## config.mk

```make
export PLATFORM = sky130hd
export DESIGN_NAME = data_unpack_gearbox_flat
export DESIGN_NICKNAME = d
export VERILOG_FILES = /design/src/rtl/data_unpack_gearbox_if.sv /design/src/rtl/data_unpack_gearbox.sv /design/src/flat_wrapper.sv
export SDC_FILE = /design/constraint.sdc
export NUM_CORES = 1
export LEC_CHECK = 0
export CAP_MARGIN = 15
export CORE_MARGIN = 3
export CORE_UTILIZATION = 55
export CTS_CLUSTER_SIZE = 25
export DETAILED_ROUTE_END_ITERATION = 7
export PLACE_DENSITY_LB_ADDON = 0.1
export SLEW_MARGIN = 15
export SYNTH_ARGS = -nofsm -noshare
export SYNTH_HDL_FRONTEND = slang
export SYNTH_SLANG_ARGS = --single-unit
```

## constraint.sdc

```tcl
create_clock -name clk -period 3.3 [get_ports clk]
set_clock_uncertainty 0.1 [all_clocks]
set_input_delay 0.66 -clock clk [delete_from_list [all_inputs] [get_ports clk]]
set_output_delay 0.66 -clock clk [all_outputs]
set_load 0.01 [all_outputs]
```

## src/rtl/data_unpack_gearbox_if.sv

```systemverilog
// Word-side and chunk-side handshake bundle for data_unpack_gearbox.
// The slave modport is the gearbox's own view; master is the surrounding source/sink view.
interface data_unpack_gearbox_if #(
    parameter int IN_W  = 32,
    parameter int OUT_W = 7
);
    logic             valid_in;
    logic [IN_W-1:0]  data_in;
    logic             sop_in;
    logic             eop_in;
    logic             ready_out;
    logic             valid_out;
    logic [OUT_W-1:0] data_out;
    logic             sop_out;
    logic             eop_out;
    logic             ready_in;
    logic             err_out;

    modport slave (
        input  valid_in, data_in, sop_in, eop_in, ready_in,
        output ready_out, valid_out, data_out, sop_out, eop_out, err_out
    );

    modport master (
        output valid_in, data_in, sop_in, eop_in, ready_in,
        input  ready_out, valid_out, data_out, sop_out, eop_out, err_out
    );
endinterface

```

## src/rtl/data_unpack_gearbox.sv

```systemverilog
// Splits IN_W-bit words into OUT_W-bit chunks LSB first, carrying residue within a packet.
// Define UNPACK_LAST_BITS_EN to add the last_bits port (real bits on the eop chunk).
module data_unpack_gearbox #(
    parameter int IN_W  = 32,
    parameter int OUT_W = 7
) (
    input  logic                       clk,
    input  logic                       rst,
    data_unpack_gearbox_if.slave       bus
`ifdef UNPACK_LAST_BITS_EN
    ,
    output logic [$clog2(OUT_W+1)-1:0] last_bits
`endif
);
    localparam int BUF_W = IN_W + OUT_W - 1;
    localparam int CNT_W = $clog2(IN_W + OUT_W);
    localparam logic [CNT_W-1:0] IN_W_C  = CNT_W'(IN_W);
    localparam logic [CNT_W-1:0] OUT_W_C = CNT_W'(OUT_W);

    localparam logic [0:0] ST_RUN   = 1'b0;
    localparam logic [0:0] ST_FLUSH = 1'b1;

    logic [BUF_W-1:0] bit_buf_q, bit_buf_d;
    logic [CNT_W-1:0] cnt_q, cnt_d;
    logic [0:0]       state_q, state_d;
    logic             sop_pend_q, sop_pend_d;
    logic             eop_pend_q, eop_pend_d;
    logic             err_q, err_d;

    logic             ready_w;
    logic             valid_w;
    logic             accept;
    logic             xfer;
    logic [OUT_W-1:0] data_w;

    // Both handshakes are derived from registered state only, so ready_in never reaches ready_out.
    assign ready_w = (state_q == ST_RUN) && (cnt_q < OUT_W_C);
    assign valid_w = (cnt_q >= OUT_W_C) || ((state_q == ST_FLUSH) && (cnt_q != '0));
    assign accept  = bus.valid_in && ready_w;
    assign xfer    = valid_w && bus.ready_in;

    always_comb begin
        data_w = bit_buf_q[OUT_W-1:0];
        if (state_q == ST_FLUSH) begin
            for (int i = 0; i < OUT_W; i++) begin
                if (CNT_W'(i) >= cnt_q) data_w[i] = 1'b0;
            end
        end
    end

    assign bus.ready_out = ready_w;
    assign bus.valid_out = valid_w;
    assign bus.data_out  = data_w;
    assign bus.sop_out   = valid_w && sop_pend_q;
    assign bus.eop_out   = valid_w && eop_pend_q && (cnt_q <= OUT_W_C);
    assign bus.err_out   = err_q;

`ifdef UNPACK_LAST_BITS_EN
    localparam int LB_W = $clog2(OUT_W + 1);
    assign last_bits = !bus.eop_out       ? '0 :
                       (cnt_q < OUT_W_C)  ? LB_W'(cnt_q) : LB_W'(OUT_W);
`endif

    // NOTE: every variable gets its hold value first, so no path through this block infers a latch.
    always_comb begin
        bit_buf_d  = bit_buf_q;
        cnt_d      = cnt_q;
        state_d    = state_q;
        sop_pend_d = sop_pend_q;
        eop_pend_d = eop_pend_q;
        err_d      = 1'b0;

        if (accept) begin
            if (bus.sop_in && (cnt_q != '0)) begin
                // A new packet started over stale residue: drop the residue and flag it.
                bit_buf_d = BUF_W'(bus.data_in);
                cnt_d     = IN_W_C;
                err_d     = 1'b1;
            end else begin
                // Bits at and above cnt are always zero, so OR-ing places the word at offset cnt.
                bit_buf_d = bit_buf_q | (BUF_W'(bus.data_in) << cnt_q);
                cnt_d     = cnt_q + IN_W_C;
            end
            if (bus.sop_in) sop_pend_d = 1'b1;
            if (bus.eop_in) begin
                eop_pend_d = 1'b1;
                state_d    = ST_FLUSH;
            end
        end else if (xfer) begin
            bit_buf_d  = bit_buf_q >> OUT_W;
            cnt_d      = (cnt_q >= OUT_W_C) ? (cnt_q - OUT_W_C) : '0;
            sop_pend_d = 1'b0;
            if ((state_q == ST_FLUSH) && (cnt_d == '0)) begin
                state_d    = ST_RUN;
                eop_pend_d = 1'b0;
            end
        end
    end

    // NOTE: sequential state uses non-blocking assignments so all registers update from pre-edge values.
    always_ff @(posedge clk or negedge rst) begin
        if (!rst) begin
            bit_buf_q  <= '0;
            cnt_q      <= '0;
            state_q    <= ST_RUN;
            sop_pend_q <= 1'b0;
            eop_pend_q <= 1'b0;
            err_q      <= 1'b0;
        end else begin
            bit_buf_q  <= bit_buf_d;
            cnt_q      <= cnt_d;
            state_q    <= state_d;
            sop_pend_q <= sop_pend_d;
            eop_pend_q <= eop_pend_d;
            err_q      <= err_d;
        end
    end
endmodule

```

## src/flat_wrapper.sv

```systemverilog
// flat-port wrapper written by rule: the top's interface ports become plain ports
module data_unpack_gearbox_flat 
#(
    parameter int IN_W  = 32,
    parameter int OUT_W = 7
)
  (clk, rst, bus_valid_in, bus_data_in, bus_sop_in, bus_eop_in, bus_ready_in, bus_ready_out, bus_valid_out, bus_data_out, bus_sop_out, bus_eop_out, bus_err_out);
  data_unpack_gearbox_if #(.IN_W(IN_W), .OUT_W(OUT_W)) bus_i ();
  input  logic clk;
  input  logic rst;
  input wire logic [$bits(bus_i.valid_in)-1:0] bus_valid_in;
  input wire logic [$bits(bus_i.data_in)-1:0] bus_data_in;
  input wire logic [$bits(bus_i.sop_in)-1:0] bus_sop_in;
  input wire logic [$bits(bus_i.eop_in)-1:0] bus_eop_in;
  input wire logic [$bits(bus_i.ready_in)-1:0] bus_ready_in;
  output wire logic [$bits(bus_i.ready_out)-1:0] bus_ready_out;
  output wire logic [$bits(bus_i.valid_out)-1:0] bus_valid_out;
  output wire logic [$bits(bus_i.data_out)-1:0] bus_data_out;
  output wire logic [$bits(bus_i.sop_out)-1:0] bus_sop_out;
  output wire logic [$bits(bus_i.eop_out)-1:0] bus_eop_out;
  output wire logic [$bits(bus_i.err_out)-1:0] bus_err_out;
  assign bus_i.valid_in = bus_valid_in;
  assign bus_i.data_in = bus_data_in;
  assign bus_i.sop_in = bus_sop_in;
  assign bus_i.eop_in = bus_eop_in;
  assign bus_i.ready_in = bus_ready_in;
  assign bus_ready_out = bus_i.ready_out;
  assign bus_valid_out = bus_i.valid_out;
  assign bus_data_out = bus_i.data_out;
  assign bus_sop_out = bus_i.sop_out;
  assign bus_eop_out = bus_i.eop_out;
  assign bus_err_out = bus_i.err_out;
  data_unpack_gearbox #(.IN_W(IN_W), .OUT_W(OUT_W)) u_core (.clk(clk), .rst(rst), .bus(bus_i));
endmodule
```

# --- After elaboration in Yosys (flattened, before gate mapping) ---
# Cells that the tools add are included.
word_totals:
  output_inout_bits: 12
  reg_bits: 47
  input_bits: 38
op_classes:
  reduce_logical: 16
  addsub: 2
  mux: 24
  n_shift: 1
  n_eq_ne: 2
  bitwise_logic: 2
  magnitude_cmp: 10
op_table:
  columns: ["op", "count"]
  rows:
  - ["38-bit two-way mux", 3]
  - ["38-bit OR", 1]
  - ["32-bit by 6-bit << shifter with 38-bit output", 1]
  - ["6-bit two-way mux", 4]
  - ["3-bit by 6-bit greater-or-equal comparator with 1-bit output (first input constant)", 3]
  - ["1-bit two-way mux", 16]
  - ["1-bit by 6-bit greater-or-equal comparator with 1-bit output (first input constant)", 2]
  - ["2-bit by 6-bit greater-or-equal comparator with 1-bit output (first input constant)", 2]
  - ["1-bit logical AND", 9]
  - ["7-bit two-way mux", 1]
  - ["6-bit adder (second input constant)", 1]
  - ["6-bit by 3-bit greater-or-equal comparator with 1-bit output (second input constant)", 1]
  - ["6-bit by 3-bit <= comparator with 1-bit output (second input constant)", 1]
  - ["6-bit logical NOT", 1]
  - ["6-bit by 3-bit < comparator with 1-bit output (second input constant)", 1]
  - ["6-bit nonzero test", 1]
  - ["6-bit by 3-bit subtractor with 6-bit output (second input constant)", 1]
  - ["2-bit inequality test (second input constant)", 2]
  - ["2-bit nonzero test", 2]
  - ["3-bit AND reduction", 1]
  - ["2-bit AND reduction", 1]
  - ["1-bit logical OR", 1]
  - ["1-bit inverter", 1]

# --- Longest topological paths before layout ---
# Gate-level depths: netlist (run 1).
logic_depth:
  ltp_word: 7
  depth_mapped: 13
  mapped_depth_nobuf: 7

# --- Worst setup path after synthesis (run 1) ---
# No wires, ideal clock.
synth_timing:
  kind: "register to output"
  start: "register u_core.cnt_q[0]"
  end: "output bus_sop_out"
  arrival_ns: 2.022
  stages_incl_launch_ff: 10
  path_slack_ns: 0.518
  n_path_buf: 4
  path_cell_list: "dfrtp_1 buf_6 buf_6 buf_6 buf_2 inv_1 ha_1 inv_1 o32a_1 and2_1"
synth_via:
  elab_chain_len: 4
synth_rtl:
  columns: ["item", "line", "source"]
  rows:
  - ["start, declared", "data_unpack_gearbox.sv:24", "logic [CNT_W-1:0] cnt_q, cnt_d;"]
  - ["start signal, assigned", "data_unpack_gearbox.sv:111", "cnt_q <= cnt_d;"]
  - ["branches (longest 2 deep; another with 6-bit by 3-bit greater-or-equal comparator with 1-bit output)", null, null]
  - ["1-bit logical OR (*)", "data_unpack_gearbox.sv:38", "assign valid_w = (cnt_q >= OUT_W_C) || ((state_q == ST_FLUSH) && (cnt_q != '0));"]
  - ["named net bus_valid_out", "flat_wrapper.sv:17", "output wire logic [$bits(bus_i.valid_out)-1:0] bus_valid_out;"]
  - ["1-bit logical AND (*)", "data_unpack_gearbox.sv:54", "assign bus.sop_out = valid_w && sop_pend_q;"]
  - ["end, declared", "flat_wrapper.sv:19", "output wire logic [$bits(bus_i.sop_out)-1:0] bus_sop_out;"]
# Mark *: on every way through the listed nets, which the timed path passes.

# --- Final worst setup path (run 1) ---
layout_timing:
  start: "register u_core.cnt_q[1]"
  end: "output bus_sop_out"
layout_via:
  elab_chain_len: 4
layout_rtl:
  columns: ["item", "line"]
  rows:
  - ["branches (longest 2 deep; another with 6-bit by 3-bit greater-or-equal comparator with 1-bit output)", null]
  - ["1-bit logical OR (*)", "data_unpack_gearbox.sv:38"]
  - ["1-bit logical AND (*)", "data_unpack_gearbox.sv:54"]
# Every way passes the cells marked *.

==> summary.md, run 1 <==
| Metric | Value |
|---|---|
| 1st-iter DRT viols | ~600 |
| Die area | between 9000 and 10000 sq um |
| CTS Buffer Depth | 2 |
| Synth warnings | 0 |
| Post-route cell area | 5350 sq um |
| Die height | just under 100 um |
| WP data arrival | around 2.4 ns |
| Routability cong. | between 0.9 and 1 |
| Setup Viol. Count Final | 0 |
| CTS root buf | clkbuf_8 |
| Initial Util | a little under 60% |
| Reg-to-Reg End | u_core.bit_buf_q[35] |
| Worst-path maximum fanout | 9 |
| Critical Path Stages | 5 |
| Post-synthesis xor/xnor area fraction | 0% |
| Pre-Repair DR Iteration Count | 5 |
| CP Launch Point | u_core.cnt_q[1] |
| First-pass GRT wire length | around 27 mm |
| Initial antenna violation count | 1 |
| Final WL | around 17 mm |
| Routed wire per std cell | around 27 um |
| Final nets | 570 |
| Antenna viol nets, final | 0 |
| Number of port buffers | roughly 50 |
| Ant diodes | 0 |
| TritonCTS clock tree | done |
| Flop2flop setup slack | around 0.53 ns |
| Worst setup EP type | output pin |
| H-tree Lvls | 2 |
| Fraction of layout cells with a size suffix above 1 | 19.1% |
| EDFF count, synth | 0 |
| Worst skew pair latency | between 0.3 and 0.4 ns |
| Slowest-stage cell, CP | dfrtp_1 |
| Critical path, cell by cell | ha_1 > a21o_1 > o32a_1 > and2_1 > clkdlybuf4s50_1 |
| Multi-input logic area | between 3000 and 4000 sq um |
| Placed Area | between 5000 and 6000 sq um |
| Syn Nets | 524 |
| FFs w/ async S/R, synth | 100% |
| Largest net degree at the start of global routing | 34 |
| Syn Std Cell Area | about 4600 sq um |
| Setup bufs post-CTS | 0 |
| Worst r2r src | u_core.cnt_q[2] |
| Synth unique cells | 63 |
| Peak supply drop | between 0.6 and 0.7 mV |
| CTS buffer count | 5 |
| Worst Reg-to-Reg Cells | 7 |
| RSZ-0062 raised after global routing | no |
| Rel. slew slack | between 10% and 20% |
| FP Rows | 32 |
| Cts repair resizes | 0 |
| Global-route usage over all layers | 35.6% |
| CP top delay family | compound AO/OA/AOI/OAI gates |
| Vias/cell | around 7.6 |
| Mux cell area share after synthesis | about 27% |
| Max-cap violations | 0 |
| PwrDens | about 950 nW/um^2 |
| Worst-Margin Slew | ~1.2 ns |
| Post-synthesis simple-gate area fraction | between 10% and 20% |
| Crit path launch type | register |
| Die W | a little under 100 um |
| Status | completed |
| Largest family of logic cells by synthesized area | compound AO/OA/AOI/OAI gates |
| Synthesized instance count | roughly 480 |
| Last element of the critical path | bus_sop_out |
| Adder-cell area share of the yosys netlist | 1.09% |
| Setup slack at placement | 0.353 ns |
| WS Path Type | register to output pin |
| Post-synthesis sequential area ratio | 25.6% |
| Clock Pin Slew Worst Setup and Hold Paths | ~0.10 ns |
| Vias in the first global route | between 4k and 5k |
| Setup WS post-layout | ~0.096 ns |
| Overflow after GRT | 0 |
| Number of hold violations in the final report | 0 |
| Synth Area in Compound Gates | roughly 28% |
| Max Slew Vio Count | 0 |
| Syn Area/Cell | 9.52 sq um |
| Vias after detailed routing | between 4k and 5k |
| Num ports | 50 |
| CORE AREA | a little under 8000 sq um |
| CP max stage delay | approximately 0.54 ns |
| Flops & latches, synth | 47 |
| Max Freq | 312 MHz |
| Sequential cell area | between 1000 and 1500 sq um |
| Final Cycle Share | a little under 100% |
| WP buf/inv | 1 |
| Synth-to-Final Area Change | 16.5% |
| Fin crit period | 3.20 ns |
| HPWL Detailed | about 12 mm |
| Clock net sink count | 47 |
| Hold Path Class | input port to asynchronous set/reset pin |
| Synth Flop Type | dfrtp_1 |
| Final TNS setup | 0 ns |
| CP Data Required Time | between 2 and 3 ns |
| Lkg Pwr | between 2 and 2.5 nW |
| DRC viols | 0 |
| Number of hold buffers added after CTS | 0 |
| # fillers | a little under 700 |
cells in the final DEF, fill, tap and decap left out, types with 12 or more instances in the layout:
cell type	netlist	final
o21ai_0	18	18
a31oi_1	15	15
mux2i_1	30	30
clkdlybuf4s50_1	0	48
a22oi_1	12	12
nor2_1	41	41
nand2_1	33	33
mux4_2	33	33
mux2_2	18	18
a21oi_1	30	30
buf_4	2	30
a22o_1	12	12
dfrtp_1	47	45
nand3_1	13	13
how the worst min path moves through the flow:
stage / from / endpoint / slack (ns)
finish: rst / u_core.cnt_q[4] / 0.20
global route: rst / u_core.cnt_q[4] / 0.22
CTS: rst / u_core.cnt_q[4] / 0.22
detailed placement: u_core.sop_pend_q / u_core.sop_pend_q / 0.39
global placement: u_core.sop_pend_q / u_core.sop_pend_q / 0.37
floorplan: rst / u_core.bit_buf_q[0] / 0.26
layout make-up:
cell class | instances | share of cell area (%)
flip-flops and latches | 47 | 22.0
well taps | 102 | 2.39
clock inverters | 3 | 0.819
inverters | 9 | 0.632
multi-input cells | 385 | 59.2
repair buffers | 80 | 13.7
clock buffers | 5 | 1.29
metrics by stage:
stage | power [mW] | std cells | hold WS (ns) | utilization (%)
2_1_floorplan | 3.48 | 482 | 0.264 | -
3_3_place_gp | 4.48 | 623 | 0.374 | 66.0
3_5_place_dp | 4.53 | 623 | 0.386 | 66.0
4_1_cts | 4.99 | 631 | 0.218 | 67.5
5_1_grt | 5.39 | 631 | 0.219 | 67.5
6_report | 5.09 | 631 | 0.198 | 67.5
report_power, final:
group / total [mW] / internal, mW / switching [mW] / leakage, nW
registers: 0.995 / 0.761 / 0.234 / 0.619
clock network: 0.446 / 0.226 / 0.220 / 0.0581
logic: 3.65 / 1.60 / 2.05 / 1.50
worst reg2reg max path, delay by kind of cell, from the launching register on:
kind / cells / cell delay (ns)
buffers and inverters: 2 / 0.62
flip-flops: 1 / 0.66
multiplexers: 2 / 0.67
AO/OA/AOI/OAI: 3 / 0.63
cell usage after synthesis, types with 3 or more instances:
cell type | n | area [sq um]
a222oi_1 | 7 | 70.1
and2_1 | 8 | 50.1
mux2_2 | 18 | 203
and3_1 | 4 | 25.0
nor3_1 | 7 | 35.0
a211oi_1 | 6 | 45.0
a22oi_1 | 12 | 90.1
a2bb2oi_1 | 6 | 52.6
dfrtp_1 | 47 | 1180
ha_1 | 4 | 50.1
buf_2 | 14 | 70.1
nand2_1 | 33 | 124
a21o_1 | 6 | 45.0
o21a_1 | 6 | 45.0
a21oi_1 | 30 | 150
o2bb2ai_1 | 5 | 43.8
mux4_2 | 33 | 743
o21ai_0 | 18 | 90.1
clkbuf_1 | 16 | 60.1
nor2b_1 | 9 | 56.3
a31oi_1 | 15 | 93.8
a22o_1 | 12 | 105
nor2_1 | 41 | 154
o211a_1 | 5 | 50.1
mux2i_1 | 30 | 300
inv_1 | 8 | 30.0
nand3_1 | 13 | 65.1
o211ai_1 | 6 | 45.0
a221oi_1 | 5 | 43.8
a32oi_1 | 3 | 26.3
o22ai_1 | 10 | 62.6
buf_1 | 4 | 15.0
buf_6 | 5 | 56.3
registers in the layout, indices dropped and copies added (netlist names):
name,flops
u_core.bit_buf_q,38
u_core.cnt_q,6
u_core.state_q,1
u_core.sop_pend_q,1
u_core.bus.err_out,1
logic make-up after synthesis:
group	Yosys count
muxes	81
AOI/OAI and AO/OA	175
and+or+nand+nor	125
DFF	47
buffers and inverters	50
adders and majority gates	4
per-layer routing:
metal / share of wire (%) / track usage, % / vias to the layer above
li1: - / - / 2015
met1: 37 / 47.4 / 2292
met2: 44 / 53.5 / 375
met3: 12 / 8.33 / 93
met4: 6.5 / 19.7 / 2
met5: 0.071 / 0 / -
(Power assumes the default switching activity.)
==> run 2, diff against run 1 <==
Settings changed: CAP_MARGIN 15 to unset, CORE_UTILIZATION 55 to 35, GPL_TIMING_DRIVEN set to 1.
==> run 2 against run 1 <==
Against the previous run: critical endpoint unchanged; core utilization decreased by 24 points; sequential share of layout area fell by 0.56 points; highest routed layer is now met4; cell area grew 2.6%; flip-flop and latch count is the same; first-iteration DRC count fell by 11%; worst hold slack improved by 0.16 ns; maximum frequency increased by 2.7%; cell count up 11%; clock-buffer cell count unchanged.
==> summary.md, run 2 (synthesis gave the netlist of run 1 again) <==
| Metric | Value |
|---|---|
| Status | completed |
| Overflow after GRT | 0 (unchanged) |
| Max Freq | 320 MHz (+2.7%) |
| Initial Util | 36.1% (-22 points) |
| Fin crit period | 3.12 ns (-0.0829 ns) |
| HPWL Detailed | 13.5 mm (+9.7%) |
| Crit path launch type | register |
| Final hold slack | 0.362 ns (+0.164 ns) |
| Peak supply drop | 0.330 mV (-49%) |
| Num ports | 50 (unchanged) |
| Worst setup EP type | output pin |
| Clock net sink count | 47 (unchanged) |
| First-pass GRT wire length | 28.5 mm (+7.2%) |
| Vias in the first global route | 4510 (-3.5%) |
| Vias after detailed routing | 4611 (-3.5%) |
| Largest net degree at the start of global routing | 48 (+41%) |
| Die W | 121 um (+24%) |
| CORE AREA | 12700 sq um (+60%) |
| Multi-input logic area | 3160 sq um (unchanged) |
| Routability cong. | 0.939 (-5.0%) |
| CTS Buffer Depth | 2 (unchanged) |
| Die area | 14500 sq um (+53%) |
| Die height | 121 um (+24%) |
| Number of port buffers | 49 (unchanged) |
| Global-route usage over all layers | 26.1% (-9.5 points) |
| Ant diodes | 0 (unchanged) |
| Vias/cell | 6.57 (-13%) |
| Setup WS post-layout | 0.179 ns (+0.0829 ns) |
| # fillers | 1312 (+89%) |
| Antenna viol nets, final | 0 (unchanged) |
| Rel. slew slack | 53.6% (+35 points) |
| CTS buffer count | 5 (unchanged) |
| Fraction of layout cells with a size suffix above 1 | 19.2% (+0.15 points) |
| Routed wire per std cell | 26.5 um (-1.3%) |
| DRC viols | 0 (unchanged) |
| Fin util | 43.1% (-24 points) |
| Worst-path maximum fanout | 8 (-1) |
| Max Slew Vio Count | 0 (unchanged) |
| FP Rows | 41 (+28%) |
| Setup slack at placement | 0.326 ns (-0.0268 ns) |
| Initial antenna violation count | 0 (-1) |
| Most flops, register | u_core.bit_buf_q |
| Hold Path Class | input port to asynchronous set/reset pin |
| CTS root buf | clkbuf_16 |
| Commonest non-fill, non-tap cell in the layout | clkdlybuf4s50_1 |
| RSZ-0062 raised after global routing | no |
| Worst-Margin Slew | 0.677 ns (-0.539 ns) |
| Max reg flops | 38 (unchanged) |
| WS Path Type | register to output pin |
| Cts repair resizes | 0 (unchanged) |
| Sequential cell area | 1180 sq um (unchanged) |
| Top flop regs | u_core.bit_buf_q: 38 flops, u_core.cnt_q: 6 flops |
| Synth-to-Final Area Change | 19.5% |
| Setup bufs post-CTS | 0 (unchanged) |
| Most frequent cells in the layout | 48 x clkdlybuf4s50_1, 45 x dfrtp_1, 41 x nor2_1, 33 x nand2_1, 33 x mux4_2 |
| Number of hold buffers added after CTS | 0 (unchanged) |
| Final nets | 571 (+0.18%) |
| Final Cycle Share | 94.6% (-2.5 points) |
| CP Data Required Time | 2.54 ns (about the same) |
| Final TNS setup | 0 ns (unchanged) |
| 1st-iter DRT viols | 535 (-11%) |
| WP data arrival | 2.36 ns (-0.08 ns) |
| Lkg Pwr | 2.20 nW (+1.2%) |
| Number of hold violations in the final report | 0 (unchanged) |
| TritonCTS clock tree | done |
| Clock Pin Slew Worst Setup and Hold Paths | 0.07 ns (-0.03 ns) |
| Worst skew pair latency | 0.31 ns (about the same) |
| Pre-Repair DR Iteration Count | 8 (+3) |
| H-tree Lvls | 2 (unchanged) |
| PwrDens | 953 nW/um^2 (+0.16%) |
| Final WL | 18.6 mm (+9.8%) |
| Max-cap violations | 0 (unchanged) |
| Setup Viol. Count Final | 0 (unchanged) |
-- run 2: cell count changes in the layout (fill, tap and decap cells not counted) --
cell / previous run / this run
clkbuf_16: 0 / 5
clkbuf_8: 5 / 0
buf_12: 1 / 2
bufinv_16: 1 / 0
clkinv_2: 1 / 2
clkinv_4: 1 / 0
inv_6: 0 / 1
-- run 2: metrics by stage --
stage               instance area (sq um)  total power [mW]  instances
floorplan                            4590              3.48        482
global placement                     5340              4.62        694
detailed placement                   5340              4.62        694
CTS                                  5490              5.18        702
global route                         5490              5.55        702
finish                               5490              5.23        702
-- run 2: power by group --
group	internal [mW]	switching, mW
clock network	0.282	0.262
logic	1.61	2.12
registers	0.763	0.196
-- run 2: critical path: stages (launching register included) --
cell             delay, ns
dfrtp_1               0.47
or2_1                 0.44
o32a_1                0.49
and2_1                0.19
clkdlybuf4s50_1       0.47
-- run 2: path summary, 6_finish.rpt --
kind	startpoint	endpoint	slack, ns	cells after the start
setup / recovery	u_core.cnt_q[5]	bus_sop_out	0.18	4
hold / removal	rst	u_core.cnt_q[2]	0.36	2
setup reg to reg	u_core.cnt_q[0]	u_core.bit_buf_q[28]	0.55	6
hold reg to reg	u_core.sop_pend_q	u_core.sop_pend_q	0.39	2
max in group asynchronous	rst	u_core.cnt_q[0]	2.26	2
min in group clk	u_core.sop_pend_q	u_core.sop_pend_q	0.39	2
-- run 2: final cells by class --
| cell class | instances | share of cell area (%) |
|---|---|---|
| clock inverters | 3 | 0.342 |
| repair buffers | 81 | 13.7 |
| clock buffers | 5 | 2.28 |
| multi-input cells | 385 | 57.7 |
| inverters | 9 | 0.616 |
| well taps | 172 | 3.92 |
| flip-flops and latches | 47 | 21.5 |
-- run 2: per-layer routing --
metal / GRT usage, % / vias to the layer above / wire length [um]
li1: - / 2019 / -
met1: 36.9 / 2327 / 8120
met2: 39.2 / 219 / 8300
met3: 4.86 / 46 / 1430
met4: 11.1 / 0 / 784
met5: 0 / - / 0
==> run 3, diff against run 2 <==
Settings changed: ABC_AREA set to 1, GPL_ROUTABILITY_DRIVEN set to 0.
==> run 3 against run 2 <==
Against the previous run: global-route usage shrank 0.82 points; core utilization shrank 0.94 points; maximum frequency grew 0.13%; first-iteration DRC count grew 56%; worst hold slack lost 0.016 ns; synthesized area grew 1.9%; clock power grew 0.9%; cell count grew 44%; largest cell class unchanged.
==> summary.md, run 3 <==
| Metric | Value |
|---|---|
| Status | completed |
| Vias in the first global route | 5142 (+14%) |
| Max reg flops | 38 (unchanged) |
| Most frequent cells in the layout | 322 x nand2_1, 169 x nand3_1, 70 x inv_1, 56 x o21ai_0, 48 x clkdlybuf4s50_1 |
| Reg-to-Reg End | u_core.state_q |
| Setup bufs post-CTS | 0 (unchanged) |
| Number of hold buffers added after CTS | 0 (unchanged) |
| Slowest-stage cell, CP | nor2_1 |
| Top post-synthesis cells by count | 322 x nand2_1, 169 x nand3_1, 70 x inv_1, 56 x o21ai_0, 47 x dfrtp_1 |
| Fin util | 42.2% (-0.94 points) |
| Final nets | 883 (+55%) |
| Synthesized instance count | 813 (+69%) |
| TritonCTS clock tree | done |
| Vias/cell | 5.57 (-15%) |
| Initial Util | 36.5% (+0.39 points) |
| CTS Buffer Depth | 2 (unchanged) |
| Rel. slew slack | 53.4% (-0.21 points) |
| CP Data Required Time | 2.54 ns (about the same) |
| Flops & latches, synth | 47 (unchanged) |
| Syn Nets | 855 (+63%) |
| Global-route usage over all layers | 25.3% (-0.82 points) |
| Worst Reg-to-Reg Cells | 12 (+6) |
| CP max stage delay | 0.56 ns (+0.07 ns) |
| HPWL Detailed | 14.1 mm (+4.4%) |
| Post-route cell area | 5410 sq um (-1.4%) |
| WS Path Type | register to output pin |
| Max Slew Vio Count | 0 (unchanged) |
| Cts repair resizes | 0 (unchanged) |
| Worst skew pair latency | 0.31 ns (about the same) |
| Peak supply drop | 0.325 mV (-1.4%) |
| Top cell type's share of synthesized area | 25.8% (+0.22 points) |
| 1st-iter DRT viols | 832 (+56%) |
| Clock Pin Slew Worst Setup and Hold Paths | 0.08 ns (about the same) |
| Top-count cell post-synth | nand2_1 |
| Post-synthesis sequential area ratio | 25.1% (-0.48 points) |
| CTS root buf | clkbuf_16 |
| Critical path, cell by cell | nor2_1 > inv_1 > nor4_1 > nor3_1 > clkdlybuf4s50_1 |
| Ant diodes | 0 (unchanged) |
| CTS buffer count | 5 (unchanged) |
| Most flops, register | u_core.bit_buf_q |
| Multi-input logic area | 2980 sq um (-6.0%) |
| PwrDens | 955 nW/um^2 (+0.18%) |
| Synth unique cells | 36 (-43%) |
| Flop2flop setup slack | 0.77 ns (+0.22 ns) |
| Placed Area | 5260 sq um (-1.6%) |
| Commonest non-fill, non-tap cell in the layout | nand2_1 |
| DRC viols | 0 (unchanged) |
| Most area-consuming cells after synthesis | nand2_1 26%, dfrtp_1 25%, nand3_1 18% |
| CORE AREA | 12800 sq um (+0.81%) |
| Routed wire per std cell | 18.2 um (-31%) |
| Largest net degree at the start of global routing | 48 (unchanged) |
| Vias after detailed routing | 5648 (+22%) |
| Crit path launch type | register |
| Hold Path Class | input port to asynchronous set/reset pin |
| Initial antenna violation count | 0 (unchanged) |
| H-tree Lvls | 2 (unchanged) |
| WP buf/inv | 2 (+1) |
| Top flop regs | u_core.bit_buf_q: 38 flops, u_core.cnt_q: 6 flops |
| Antenna viol nets, final | 0 (unchanged) |
| Pre-Repair DR Iteration Count | 5 (-3) |
| Synth-to-Final Area Change | 15.6% |
| Lkg Pwr | 2.73 nW (+24%) |
| Fin crit period | 3.12 ns (-0.00405 ns) |
| FFs w/ async S/R, synth | 100% (unchanged) |
| Die W | 122 um (+0.90%) |
| CP top delay family | simple AND/OR/NAND/NOR gates |
| Syn Area/Cell | 5.75 sq um (-40%) |
| Final Cycle Share | 94.5% (-0.12 points) |
| # fillers | 1424 (+8.5%) |
| First-pass GRT wire length | 28.9 mm (+1.4%) |
| FP Rows | 41 (unchanged) |
| Max-cap violations | 0 (unchanged) |
| Sequential cell area | 1180 sq um (-0.21%) |
| WP data arrival | 2.36 ns (about the same) |
| Worst setup EP type | output pin |
| Final WL | 18.5 mm (-0.71%) |
| Synth warnings | 0 (unchanged) |
| Number of hold violations in the final report | 0 (unchanged) |
| Worst-path maximum fanout | 9 (+1) |
| Fraction of layout cells with a size suffix above 1 | 6.18% (-13 points) |
| Die height | 122 um (+0.90%) |
| Clock net sink count | 47 (unchanged) |
| Syn Std Cell Area | 4680 sq um (+1.9%) |
| Num ports | 50 (unchanged) |
| Final hold slack | 0.346 ns (-0.0163 ns) |
| Max Freq | 321 MHz (+0.13%) |
| Worst-Margin Slew | 0.697 ns (+0.0200 ns) |
| Yosys top cell by area | nand2_1 |
| RSZ-0062 raised after global routing | no |
| EDFF count, synth | 0 (unchanged) |
| Die area | 14800 sq um (+1.8%) |
| Setup Viol. Count Final | 0 (unchanged) |
| Final TNS setup | 0 ns (unchanged) |
| Number of port buffers | 49 (unchanged) |
| Synth Flop Type | dfrtp_1 |
| Overflow after GRT | 0 (unchanged) |
| Worst r2r src | u_core.cnt_q[3] |
-- run 3: cell count changes after synthesis, moves of 11 or more --
cell	before	now
nand2_1	33	322
nand3_1	13	169
inv_1	8	70
o21ai_0	18	56
mux4_2	33	0
mux2i_1	30	0
nor2_1	41	17
mux2_2	18	0
a31oi_1	15	1
a22oi_1	12	0
a22o_1	12	1
-- run 3: logic make-up (layout without fill, tap and decap cells) --
logic type,count (synthesis),after routing,synth area share [%]
AO/OA/AOI/OAI,111,111,13.0
adder cells (fa/ha/maj),4,4,1.07
buffers and inverters,121,150,11.3
flip-flops,47,47,25.1
AND/OR/NAND/NOR,530,530,49.5
-- run 3: per-stage QoR --
| step | worst slack, ns | cells | total power [mW] |
|---|---|---|---|
| floorplan | 1.05 | 813 | 3.46 |
| global placement | 0.671 | 1006 | 4.54 |
| detailed placement | 0.579 | 1006 | 4.54 |
| CTS | 0.246 | 1014 | 5.11 |
| global route | 0.0287 | 1014 | 5.65 |
| finish | 0.183 | 1014 | 5.17 |
-- run 3: how the worst max path moves through the flow --
| stage | from | endpoint | slack [ns] | cells after the start |
|---|---|---|---|---|
| 3_3_place_gp | u_core.cnt_q[4] | bus_data_out[6] | 0.67 | 7 |
| 5_1_grt | u_core.cnt_q[2] | bus_data_out[6] | 0.03 | 6 |
| 6_report | u_core.cnt_q[3] | bus_data_out[6] | 0.18 | 5 |
| 3_5_place_dp | u_core.cnt_q[4] | bus_data_out[6] | 0.58 | 7 |
| 2_1_floorplan | u_core.cnt_q[0] | bus_data_out[6] | 1.05 | 7 |
| 4_1_cts | u_core.cnt_q[4] | bus_data_out[6] | 0.25 | 7 |
-- run 3: report_power, final --
| group | leakage [nW] | internal, mW | switching [mW] | total, mW |
|---|---|---|---|---|
| Clock | 0.0748 | 0.289 | 0.261 | 0.549 |
| Sequential | 0.631 | 0.762 | 0.129 | 0.890 |
| Combinational | 2.03 | 1.13 | 2.59 | 3.73 |
-- run 3: cell type report --
cell class / instances / area share (%)
Tap cell: 172 / 3.98
Clock buffer: 5 / 2.31
Clock inverter: 3 / 0.486
Multi-Input combinational cell: 645 / 55.0
Sequential cell: 47 / 21.7
Timing Repair Buffer: 63 / 10.9
Inverter: 79 / 5.57
-- run 3: per-layer routing --
metal	wire length (um)	track usage, %
met1	8420	36.8
met2	8050	37.5
met3	1500	4.60
met4	525	8.89
met5	0	0
-- run 3: worst reg2reg max path, stage by stage, from the launching register on --
cell     delay, ns
dfrtp_1       0.41
buf_4         0.25
nor2_8        0.21
nand2_4       0.07
nor2_4        0.18
nand2_4       0.10
inv_1         0.08
nand2_1       0.11
buf_4         0.21
nand2_2       0.20
buf_4         0.27
a31o_2        0.19
inv_1         0.04
